==> src/rtl/mem_arb_pkg.sv <==
// Shared definitions for the two-master memory arbiter: owner encoding,
// master ids and the beat-counter sizing helper.
package mem_arb_pkg;

   typedef enum logic [1:0] {
      OWNER_IDLE = 2'd0,
      OWNER_M0   = 2'd1,
      OWNER_M1   = 2'd2
   } owner_e;

   localparam logic M0 = 1'b0;
   localparam logic M1 = 1'b1;

   // Enough bits to hold 0..burst_max inclusive.
   function automatic int beat_cnt_w(input int burst_max);
      return $clog2(burst_max + 1);
   endfunction

endpackage

==> src/rtl/mem_arbiter.sv <==
// Round-robin arbiter sharing one single-port synchronous memory between two
// masters, with bounded ownership runs and routed read returns.
module mem_arbiter
   import mem_arb_pkg::*;
#(
   parameter int AW        = 32,
   parameter int DW        = 32,
   parameter int BURST_MAX = 4
) (
   input  logic          clk,
   input  logic          resetn,
   input  logic          m0_req,
   input  logic          m0_we,
   input  logic [AW-1:0] m0_addr,
   input  logic [DW-1:0] m0_wdata,
   output logic          m0_gnt,
   output logic          m0_rvalid,
   input  logic          m1_req,
   input  logic          m1_we,
   input  logic [AW-1:0] m1_addr,
   input  logic [DW-1:0] m1_wdata,
   output logic          m1_gnt,
   output logic          m1_rvalid,
   output logic [DW-1:0] rdata,
   output logic [AW-1:0] mem_address,
   output logic [DW-1:0] mem_data_out,
   output logic          mem_we,
   input  logic [DW-1:0] mem_data_in,
   output owner_e        dbg_state
);

   localparam int            CW      = beat_cnt_w(BURST_MAX);
   localparam logic [CW-1:0] CNT_MAX = CW'(BURST_MAX);
   localparam logic [CW-1:0] CNT_ONE = CW'(1);

   // Handshake: a master raises req with we/addr/wdata; a beat transfers in
   // the cycle where req & gnt are both high. gnt is combinational and may
   // move to the other master within the same cycle the owner drops req.
   // A read beat is answered by a one-cycle rvalid pulse on the next cycle.

   owner_e        state, state_n;
   logic          last, last_n;
   logic [CW-1:0] beat_cnt, cnt_n;
   logic          rd_pend, rd_id;

   logic          grant_any;
   logic          grant_id;
   logic          owner_id;
   logic          owner_req;
   logic          other_req;
   logic          gnt_ok;
   logic          read_beat;

   always_comb begin
      grant_any = 1'b0;
      grant_id  = M0;
      state_n   = state;
      last_n    = last;
      cnt_n     = beat_cnt;
      owner_id  = (state == OWNER_M1) ? M1 : M0;
      owner_req = (owner_id == M1) ? m1_req : m0_req;
      other_req = (owner_id == M1) ? m0_req : m1_req;

      case (state)
         OWNER_IDLE: begin
            if (m0_req || m1_req) begin
               grant_any = 1'b1;
               grant_id  = (m0_req && m1_req) ? ~last : m1_req;
               state_n   = (grant_id == M1) ? OWNER_M1 : OWNER_M0;
               cnt_n     = CNT_ONE;
               last_n    = grant_id;
            end
         end

         OWNER_M0, OWNER_M1: begin
            if (owner_req && !(other_req && beat_cnt == CNT_MAX)) begin
               // Owner keeps the memory; count saturates when uncontended.
               grant_any = 1'b1;
               grant_id  = owner_id;
               if (beat_cnt != CNT_MAX)
                  cnt_n = beat_cnt + CNT_ONE;
            end else if (other_req) begin
               grant_any = 1'b1;
               grant_id  = ~owner_id;
               state_n   = (owner_id == M1) ? OWNER_M0 : OWNER_M1;
               cnt_n     = CNT_ONE;
               last_n    = ~owner_id;
            end else begin
               state_n = OWNER_IDLE;
               cnt_n   = '0;
            end
         end

         default: begin
            state_n = OWNER_IDLE;
            cnt_n   = '0;
         end
      endcase
   end

   // Grants are suppressed while reset is asserted so nothing reaches memory.
   assign gnt_ok = grant_any & resetn;
   assign m0_gnt = gnt_ok & (grant_id == M0);
   assign m1_gnt = gnt_ok & (grant_id == M1);

   always_comb begin
      mem_we       = 1'b0;
      mem_address  = '0;
      mem_data_out = '0;
      if (m1_gnt) begin
         mem_we       = m1_we;
         mem_address  = m1_addr;
         mem_data_out = m1_wdata;
      end else if (m0_gnt) begin
         mem_we       = m0_we;
         mem_address  = m0_addr;
         mem_data_out = m0_wdata;
      end
   end

   assign read_beat = (m0_gnt | m1_gnt) & ~mem_we;

   always_ff @(posedge clk) begin
      if (!resetn) begin
         state    <= OWNER_IDLE;
         last     <= M1;
         beat_cnt <= '0;
         rd_pend  <= 1'b0;
         rd_id    <= M0;
      end else begin
         state    <= state_n;
         last     <= last_n;
         beat_cnt <= cnt_n;
         rd_pend  <= read_beat;
         rd_id    <= m1_gnt;
      end
   end

   // Memory returns data one cycle after the address, so it lines up with rd_pend.
   assign m0_rvalid = resetn & rd_pend & (rd_id == M0);
   assign m1_rvalid = resetn & rd_pend & (rd_id == M1);
   assign rdata     = mem_data_in;
   assign dbg_state = state;

endmodule

==> config.mk <==
export PLATFORM = sky130hd
export DESIGN_NAME = mem_arbiter
export DESIGN_NICKNAME = d
export VERILOG_FILES = /design/src/rtl/mem_arb_pkg.sv /design/src/rtl/mem_arbiter.sv
export SDC_FILE = /design/constraint.sdc
export NUM_CORES = 1
export LEC_CHECK = 0
export CORE_AREA = 2 2 104 106
export DETAILED_ROUTE_END_ITERATION = 8
export DIE_AREA = 0 0 106 108
export MAX_ROUTING_LAYER = met4
export PLACE_DENSITY = 0.67
export SLEW_MARGIN = 5
export SYNTH_ARGS = -nofsm -noshare
export SYNTH_HDL_FRONTEND = slang
export SYNTH_SLANG_ARGS = --single-unit
==> constraint.sdc <==
create_clock -name clk -period 2.6 [get_ports clk]
set_clock_uncertainty 0.05 [all_clocks]
set_input_delay 0.26 -clock clk [delete_from_list [all_inputs] [get_ports clk]]
set_output_delay 0.26 -clock clk [all_outputs]
set_load 0.02 [all_outputs]
==> flow_summary.rst, run 1 <==
.. list-table::
   :header-rows: 1

   * - Metric
     - Value
   * - Routability-driven placement congestion ratio
     - 0.8832
   * - Horizontal extent of the die
     - 106 um
   * - Reg-to-reg setup timing slack
     - 0.46 ns
   * - Largest stage delay on the critical path
     - 0.32 ns
   * - Power per cell area
     - 935.4 nW/um^2
   * - Clk_lat worst skew
     - 0.23 ns
   * - Detailed placer's ending HPWL
     - 7.833 mm
   * - Required time of the critical path
     - 2.29 ns
   * - Logic depth of the worst path, buffers included
     - 11
   * - Critical Path Sink Type
     - output port
   * - Placed inst area
     - 4305 um^2
   * - Worst path most repeated cell
     - buf_4
   * - Cell chosen for the clock root
     - clkbuf_8
   * - Reg2reg start
     - dbg_state[1]$_SDFFE_PN0P_
   * - Worst hold path stage count
     - 0
   * - Synthesized netlist net count
     - 527
   * - VDD IR-drop max
     - 383.2 uV
   * - Placed Instances
     - 658
   * - Dominant combinational cell family by area after synthesis
     - compound AO/OA/AOI/OAI gates
   * - Syn_area_per_cell
     - 6.023 um^2
   * - Warnings from Yosys
     - 0
   * - Post-cts hold buffer count
     - 0
   * - CTS Sinks
     - 8
   * - Number of vias after detailed routing
     - 3403
   * - Type of the worst min-delay path
     - in -> out
   * - Area of the core region
     - 10230 um^2
   * - Total global routing track utilization
     - 17.59%
   * - Yosys cell types
     - 41
   * - Crit path kind
     - reg -> out
   * - Most instantiated flip-flop cell in the synthesis netlist
     - dfxtp_1
   * - Fraction of layout instances using a drive strength above 1
     - 25.75%
   * - Chain of cells forming the critical path
     - inv_2, ha_4, and2_4, o211ai_1, buf_4, a211oi_4, buf_6, buf_12, o21ai_0, a21oi_1, buf_4
   * - RSZ-0062 raised after global routing
     - true
   * - Antenna diode instance count
     - 0
   * - Simple logic cell fraction of the synthesized area
     - 24.11%
   * - Crit Path Max Fanout
     - 17
   * - Finished layout cell area
     - 4444 um^2
   * - Bufs on Longest Clock Path
     - 2
   * - Global-route wire length before repair
     - 16.06 mm
   * - Total congestion overflow
     - 0
   * - Synthesized cell area
     - 2138 um^2
   * - Boundary pin count
     - 269
   * - Count of input and output buffers
     - 204
   * - Starting Density
     - 20.90%
   * - Vias in the first global route
     - 3300
   * - Worst path bufs/invs
     - 5
   * - Sequential area share after synthesis
     - 7.490%
   * - Minimum period implied by the final worst setup slack
     - 2.574 ns
   * - # DRC
     - 0
   * - FF-to-FF path depth
     - 8
   * - Post-synth EDFFs
     - 0
   * - Initial antenna violation count
     - 0
   * - H-tree Lvls
     - 1
   * - Floorplan die height
     - 108 um
   * - Drt via density
     - 5.064
   * - Number of hold violations in the final report
     - 0
   * - Maximum clock rate
     - 388.5 MHz
   * - Hold wc startpoint
     - mem_data_in[15]
   * - Run status
     - finished, final reports clean
   * - Total count of max-transition violations in the final report
     - 0
   * - Instance count of the mapped netlist
     - 355
   * - Row Count
     - 37
   * - Pin count of the biggest net entering global routing
     - 36
   * - Compound-Gate Fraction of Synth Area
     - 39.73%
   * - Seq cells post-synth
     - 8
   * - Hold path endpoint
     - rdata[15]
   * - Count of non-filler cells in the finished layout
     - 672
   * - Worst Tran Pin Value
     - 0.6135 ns
   * - Fraction of registers with async set or reset after synthesis
     - 0%
   * - DRT Wirelength
     - 11.65 mm
   * - Area delta synth->final
     - 107.8%
   * - Layout filler cell count
     - 1033
   * - Share of synthesized cell area in full adder, half adder and majority cells
     - 3.511%
   * - Top Family by Delay on Critical Path
     - buffers and inverters
   * - Clock buffer count from CTS
     - 3
   * - Initial DRC Count
     - 210
   * - CP startpoint kind
     - register
   * - Worst reg2reg endpoint
     - beat_cnt[1]$_SDFFE_PN0P_
   * - DIE AREA
     - 11450 um^2
   * - Max Cap Violations
     - 0
   * - Router iterations before antenna repair
     - 5
   * - Multiplexer share of the synthesized area
     - 1.404%
   * - Detail-routed net length per standard cell
     - 17.33 um
   * - Final worst-path cycle share
     - 99.01%
   * - Clock input transition at the sequential cells of the worst setup and hold paths
     - 0.04 ns
   * - Xor and xnor area share after synthesis
     - 0%
   * - Crit path DAT
     - 2.26 ns
   * - Number of setup violations in the final report
     - 0
   * - Cell leakage power
     - 0.001874 uW
   * - Max transition margin
     - 58.67%
   * - Slowest library cell on the worst path
     - dfxtp_2
   * - Final layout net count
     - 710
   * - Number of antenna-violating nets in the routed design
     - 0
   * - CTS tree
     - built
==> final cells by class <==
class	instances	area, um^2	area share [%]
clock buffers	3	41.29	0.9291
inverters	7	26.28	0.5912
multi-input cells	267	1569	35.30
flip-flops and latches	8	166.4	3.744
well taps	136	170.2	3.829
repair buffers	251	2471	55.60
==> flip-flops by register name (all words and copies together) (netlist names) <==
name,cells
dbg_state,2
last,1
beat_cnt,3
rd_id,1
rd_pend,1
==> per-stage QoR <==
| stage | TNS (ns) | utilization, % | setup slack, ns | total power (uW) | hold slack, ns |
|---|---|---|---|---|---|
| floorplan | 0 | - | 0.09857 | 2197 | 0.2862 |
| global placement | -13.46 | 42.08 | -0.3215 | 3593 | 0.4701 |
| detailed placement | -16.32 | 42.08 | -0.3790 | 3650 | 0.4701 |
| CTS | -0.0004750 | 42.03 | -0.0004750 | 3902 | 0.4701 |
| global route | -2.267 | 43.44 | -0.08349 | 4462 | 0.4700 |
| finish | 0 | 43.44 | 0.02575 | 4157 | 0.4700 |
==> worst register-to-register path, delay by kind of cell, from the launching register on <==
family / cells / cell delay (ns)
fa+ha+maj: 1 / 0.30
compound gates: 3 / 0.84
simple gates: 1 / 0.11
flops: 1 / 0.38
buf+inv: 3 / 0.35
==> cells in the final DEF, fill, tap and decap left out, types with 3 or more instances in the layout <==
| cell | instances |
|---|---|
| inv_1 | 3 |
| inv_2 | 4 |
| o21ai_1 | 44 |
| ha_1 | 3 |
| nor2_1 | 9 |
| mux2i_1 | 3 |
| ha_4 | 3 |
| a21oi_1 | 69 |
| nand3_1 | 69 |
| buf_6 | 6 |
| buf_12 | 13 |
| clkdlybuf4s50_1 | 137 |
| nand2_1 | 4 |
| and3_1 | 3 |
| buf_2 | 12 |
| clkbuf_8 | 3 |
| dfxtp_1 | 5 |
| clkbuf_16 | 4 |
| a21oi_2 | 4 |
| o21ai_0 | 22 |
| buf_4 | 76 |
==> cell usage after synthesis (2+ instances only) <==
cell type	n	area (um^2)
dfxtp_1	8	160.2
a21boi_0	2	15.01
o21ai_1	39	195.2
nand3_1	69	345.3
buf_6	9	101.4
mux2i_1	3	30.03
and3_1	3	18.77
buf_2	11	55.05
o21ai_0	29	145.1
clkbuf_1	14	52.55
buf_4	33	247.7
o211ai_1	2	15.01
nand2b_1	2	12.51
ha_1	6	75.07
nand2_1	5	18.77
clkbuf_2	2	10.01
a21oi_1	73	365.4
inv_1	7	26.28
nor2_1	9	33.78
and2_1	2	12.51
and3b_1	2	17.52
buf_1	4	15.01
nor3b_1	2	15.01
nor3_1	2	10.01
==> power breakdown <==
| part | internal (uW) | switching (uW) |
|---|---|---|
| Sequential | 168 | 30.7 |
| Clock | 101 | 55.7 |
| Combinational | 1730 | 2070 |
==> kinds of logic after synthesis <==
| family | after synthesis |
|---|---|
| buf+inv | 80 |
| compound gates | 158 |
| simple gates | 100 |
| fa+ha+maj | 6 |
| mux | 3 |
| flops | 8 |
==> metal layers <==
metal  track usage [%]  share of wire [%]  up-vias
li1                  -                  -     1622
met1             20.36                 38     1545
met2             32.44                 51      222
met3             2.170                9.3       14
met4             4.135                1.1        0
met5                 -                  0        -
==> repair_timing <==
item,CTS,global route
buffers inserted,5,0
endpoints found under the setup margin,67,67
gates resized for setup,292,63
pin swaps,4,38
cloned,3,5
==> how the worst max path moves through the flow <==
stage	end	slack, ns	start
6_report	mem_data_out[4]	0.03	beat_cnt[1]$_SDFFE_PN0P_
5_1_grt	mem_address[12]	-0.08	beat_cnt[1]$_SDFFE_PN0P_
4_1_cts	mem_data_out[0]	-0.0005	dbg_state[0]$_SDFFE_PN0P_
3_5_place_dp	mem_data_out[20]	-0.38	m0_req
3_3_place_gp	mem_data_out[20]	-0.32	m1_req
2_1_floorplan	mem_address[22]	0.1	dbg_state[0]$_SDFFE_PN0P_
Power figures use the tool's default switching activity.
==> run 2, diff against run 1 <==
- GPL_TIMING_DRIVEN: not set -> 0
- MAX_ROUTING_LAYER: met4 -> not set
==> run 2 against run 1 <==
Against the previous run:
- the run now ends with setup timing left
- combinational power barely moved
- utilization rose by 5.8 points
- highest routed layer unchanged
- first-iteration DRC count fell by 37%
- final cell count rose by 11%
- non-clock buffer count rose by 73
- clock power fell by 4%
==> flow_summary.rst, run 2 (synthesis gave the netlist of run 1 again) <==
.. list-table::
   :header-rows: 1

   * - Metric
     - Value
   * - Run status
     - finished, violations left
   * - Failing checks
     - setup timing
   * - Number of setup violations in the final report
     - 4
   * - Maximum clock rate
     - 377.4 MHz
   * - Smallest setup slack after layout
     - -0.04955 ns
   * - Max FFs per register
     - 3
   * - Power per cell area
     - 827.1 nW/um^2
   * - Boundary pin count
     - 269
   * - Router iterations before antenna repair
     - 4
   * - Number of hold violations in the final report
     - 0
   * - Number of vias after detailed routing
     - 3651
   * - Top Family by Delay on Critical Path
     - compound AO/OA/AOI/OAI gates
   * - Area delta synth->final
     - 135.6%
   * - Clock input transition at the sequential cells of the worst setup and hold paths
     - 0.04 ns
   * - Cell chosen for the clock root
     - clkbuf_8
   * - DIE AREA
     - 11450 um^2
   * - CP startpoint kind
     - register
   * - Initial DRC Count
     - 133
   * - Minimum period implied by the final worst setup slack
     - 2.650 ns
   * - Pin count of the biggest net entering global routing
     - 11
   * - Total congestion overflow
     - 0
   * - Row Count
     - 37
   * - RSZ-0062 raised after global routing
     - true
   * - Register with the most flip-flops
     - beat_cnt
   * - Required time of the critical path
     - 2.29 ns
   * - Type of the worst min-delay path
     - reg -> reg
   * - Crit path DAT
     - 2.34 ns
   * - Antenna diode instance count
     - 0
   * - Crit Path Max Fanout
     - 7
   * - Cell leakage power
     - 0.002116 uW
   * - Worst hold slack after final layout
     - 0.4338 ns
   * - Max Cap Violations
     - 0
   * - Chain of cells forming the critical path
     - inv_4, ha_4, a21boi_2, o21a_1, a211oi_4, buf_6, buf_12, clkbuf_16, o21ai_1, a21oi_1, buf_4
   * - Largest stage delay on the critical path
     - 0.34 ns
   * - Drt via density
     - 4.901
   * - Detail-routed net length per standard cell
     - 15.94 um
   * - Clock buffer count from CTS
     - 3
   * - Worst Tran Pin Value
     - 0.6199 ns
   * - Clk_lat worst skew
     - 0.23 ns
   * - Total count of max-transition violations in the final report
     - 0
   * - DRT Wirelength
     - 11.88 mm
   * - Critical Path Sink Type
     - output port
   * - Slowest library cell on the worst path
     - dfxtp_2
   * - Layout filler cell count
     - 1057
   * - # DRC
     - 0
   * - Area of the core region
     - 10230 um^2
   * - Max transition margin
     - 58.24%
   * - Number of antenna-violating nets in the routed design
     - 0
   * - H-tree Lvls
     - 1
   * - Worst path bufs/invs
     - 5
   * - Total global routing track utilization
     - 18.09%
   * - CTS Sinks
     - 8
   * - Horizontal extent of the die
     - 106 um
   * - Bufs on Longest Clock Path
     - 2
   * - Post-cts hold buffer count
     - 0
   * - Initial antenna violation count
     - 0
   * - VDD IR-drop max
     - 383.6 uV
   * - CTS tree
     - built
   * - Post-Route Setup TNS
     - -0.08336 ns
   * - Count of input and output buffers
     - 236
   * - Starting Density
     - 20.90%
   * - Final layout net count
     - 783
   * - Crit path kind
     - reg -> out
   * - Detailed placer's ending HPWL
     - 9.070 mm
   * - Total power
     - 4167 uW
   * - Final worst-path cycle share
     - 101.9%
   * - Most frequent standard cell in the layout excluding fill and tap cells
     - clkdlybuf4s50_1
   * - Routability-driven placement congestion ratio
     - 0.8516
   * - Global-route wire length before repair
     - 17.13 mm
   * - Fraction of layout instances using a drive strength above 1
     - 33.33%
   * - Commonest cells after routing, fill and taps aside
     - clkdlybuf4s50_1, buf_4, nand3_1
   * - Floorplan die height
     - 108 um
   * - Vias in the first global route
     - 3540
run 2: changes by cell type in the layout (fill, tap and decap cells not counted), moves of 11 or more:
| cell | before | now |
|---|---|---|
| clkdlybuf4s50_1 | 137 | 168 |
| o21ai_1 | 44 | 23 |
| buf_12 | 13 | 1 |
| o21ai_2 | 2 | 15 |
| buf_6 | 6 | 19 |
| a21oi_2 | 4 | 16 |
| a21oi_1 | 69 | 57 |
| clkbuf_2 | 1 | 12 |
run 2: where the power goes:
group | internal (uW) | leakage [uW] | switching (uW) | total [uW]
combinational | 1700 | 0.00203 | 2110 | 3800
clock | 100 | 0.0000216 | 49.7 | 150
sequential | 170 | 0.0000674 | 42.0 | 212
run 2: through the flow:
step,utilization (%),cells,cell area (um^2),worst slack (ns)
after floorplan,-,355,2138,0.09857
after global placement,45.65,727,4671,-0.8355
after detailed placement,45.65,727,4671,-0.9269
after CTS,46.06,743,4712,-0.02640
after global routing,49.25,745,5039,-0.1676
final,49.25,745,5039,-0.04955
run 2: what timing repair did:
item                                    in CTS  in global routing
resized for setup                          312                 98
endpoints found under the setup margin      67                 67
setup buffers                               14                  2
gates cloned                                 2                  2
pin swaps                                   11                 49
run 2: layer usage:
| layer | wire (um) | GRT usage [%] |
|---|---|---|
| met2 | 6379 | 35.90 |
| met4 | 40 | 2.350 |
| met3 | 1058 | 3.858 |
| met1 | 4400 | 20.18 |
| met5 | 0 | 0 |
run 2: worst paths after layout:
kind / slack (ns) / endpoint / cells past startpoint / startpoint
max: -0.05 / mem_data_out[25] / 11 / dbg_state[0]$_SDFFE_PN0P_
min: 0.43 / beat_cnt[0]$_SDFFE_PN0P_ / 2 / beat_cnt[0]$_SDFFE_PN0P_
max reg2reg: 0.48 / beat_cnt[1]$_SDFFE_PN0P_ / 7 / dbg_state[1]$_SDFFE_PN0P_
min reg2reg: 0.43 / beat_cnt[0]$_SDFFE_PN0P_ / 2 / beat_cnt[0]$_SDFFE_PN0P_
run 2: tightest hold or removal path, stage by stage (launching register included):
cell and delay [ns]:
dfxtp_2 0.33, nand3_1 0.06, o41ai_1 0.06
run 2: area by class of cell:
cell class / instances / area, um^2 / area share (%)
well taps: 136 / 170.2 / 3.377
clock buffers: 3 / 41.29 / 0.8195
inverters: 7 / 28.78 / 0.5711
plain buffers: 69 / 501.7 / 9.958
repair buffers: 255 / 2419 / 48.00
multi-input cells: 267 / 1710 / 33.95
flip-flops and latches: 8 / 167.7 / 3.328
==> run 3, diff against run 2 <==
- CAP_MARGIN: not set -> 20
==> results of run 3 <==
Final layout, timing and power as in run 2 (identical DEF).
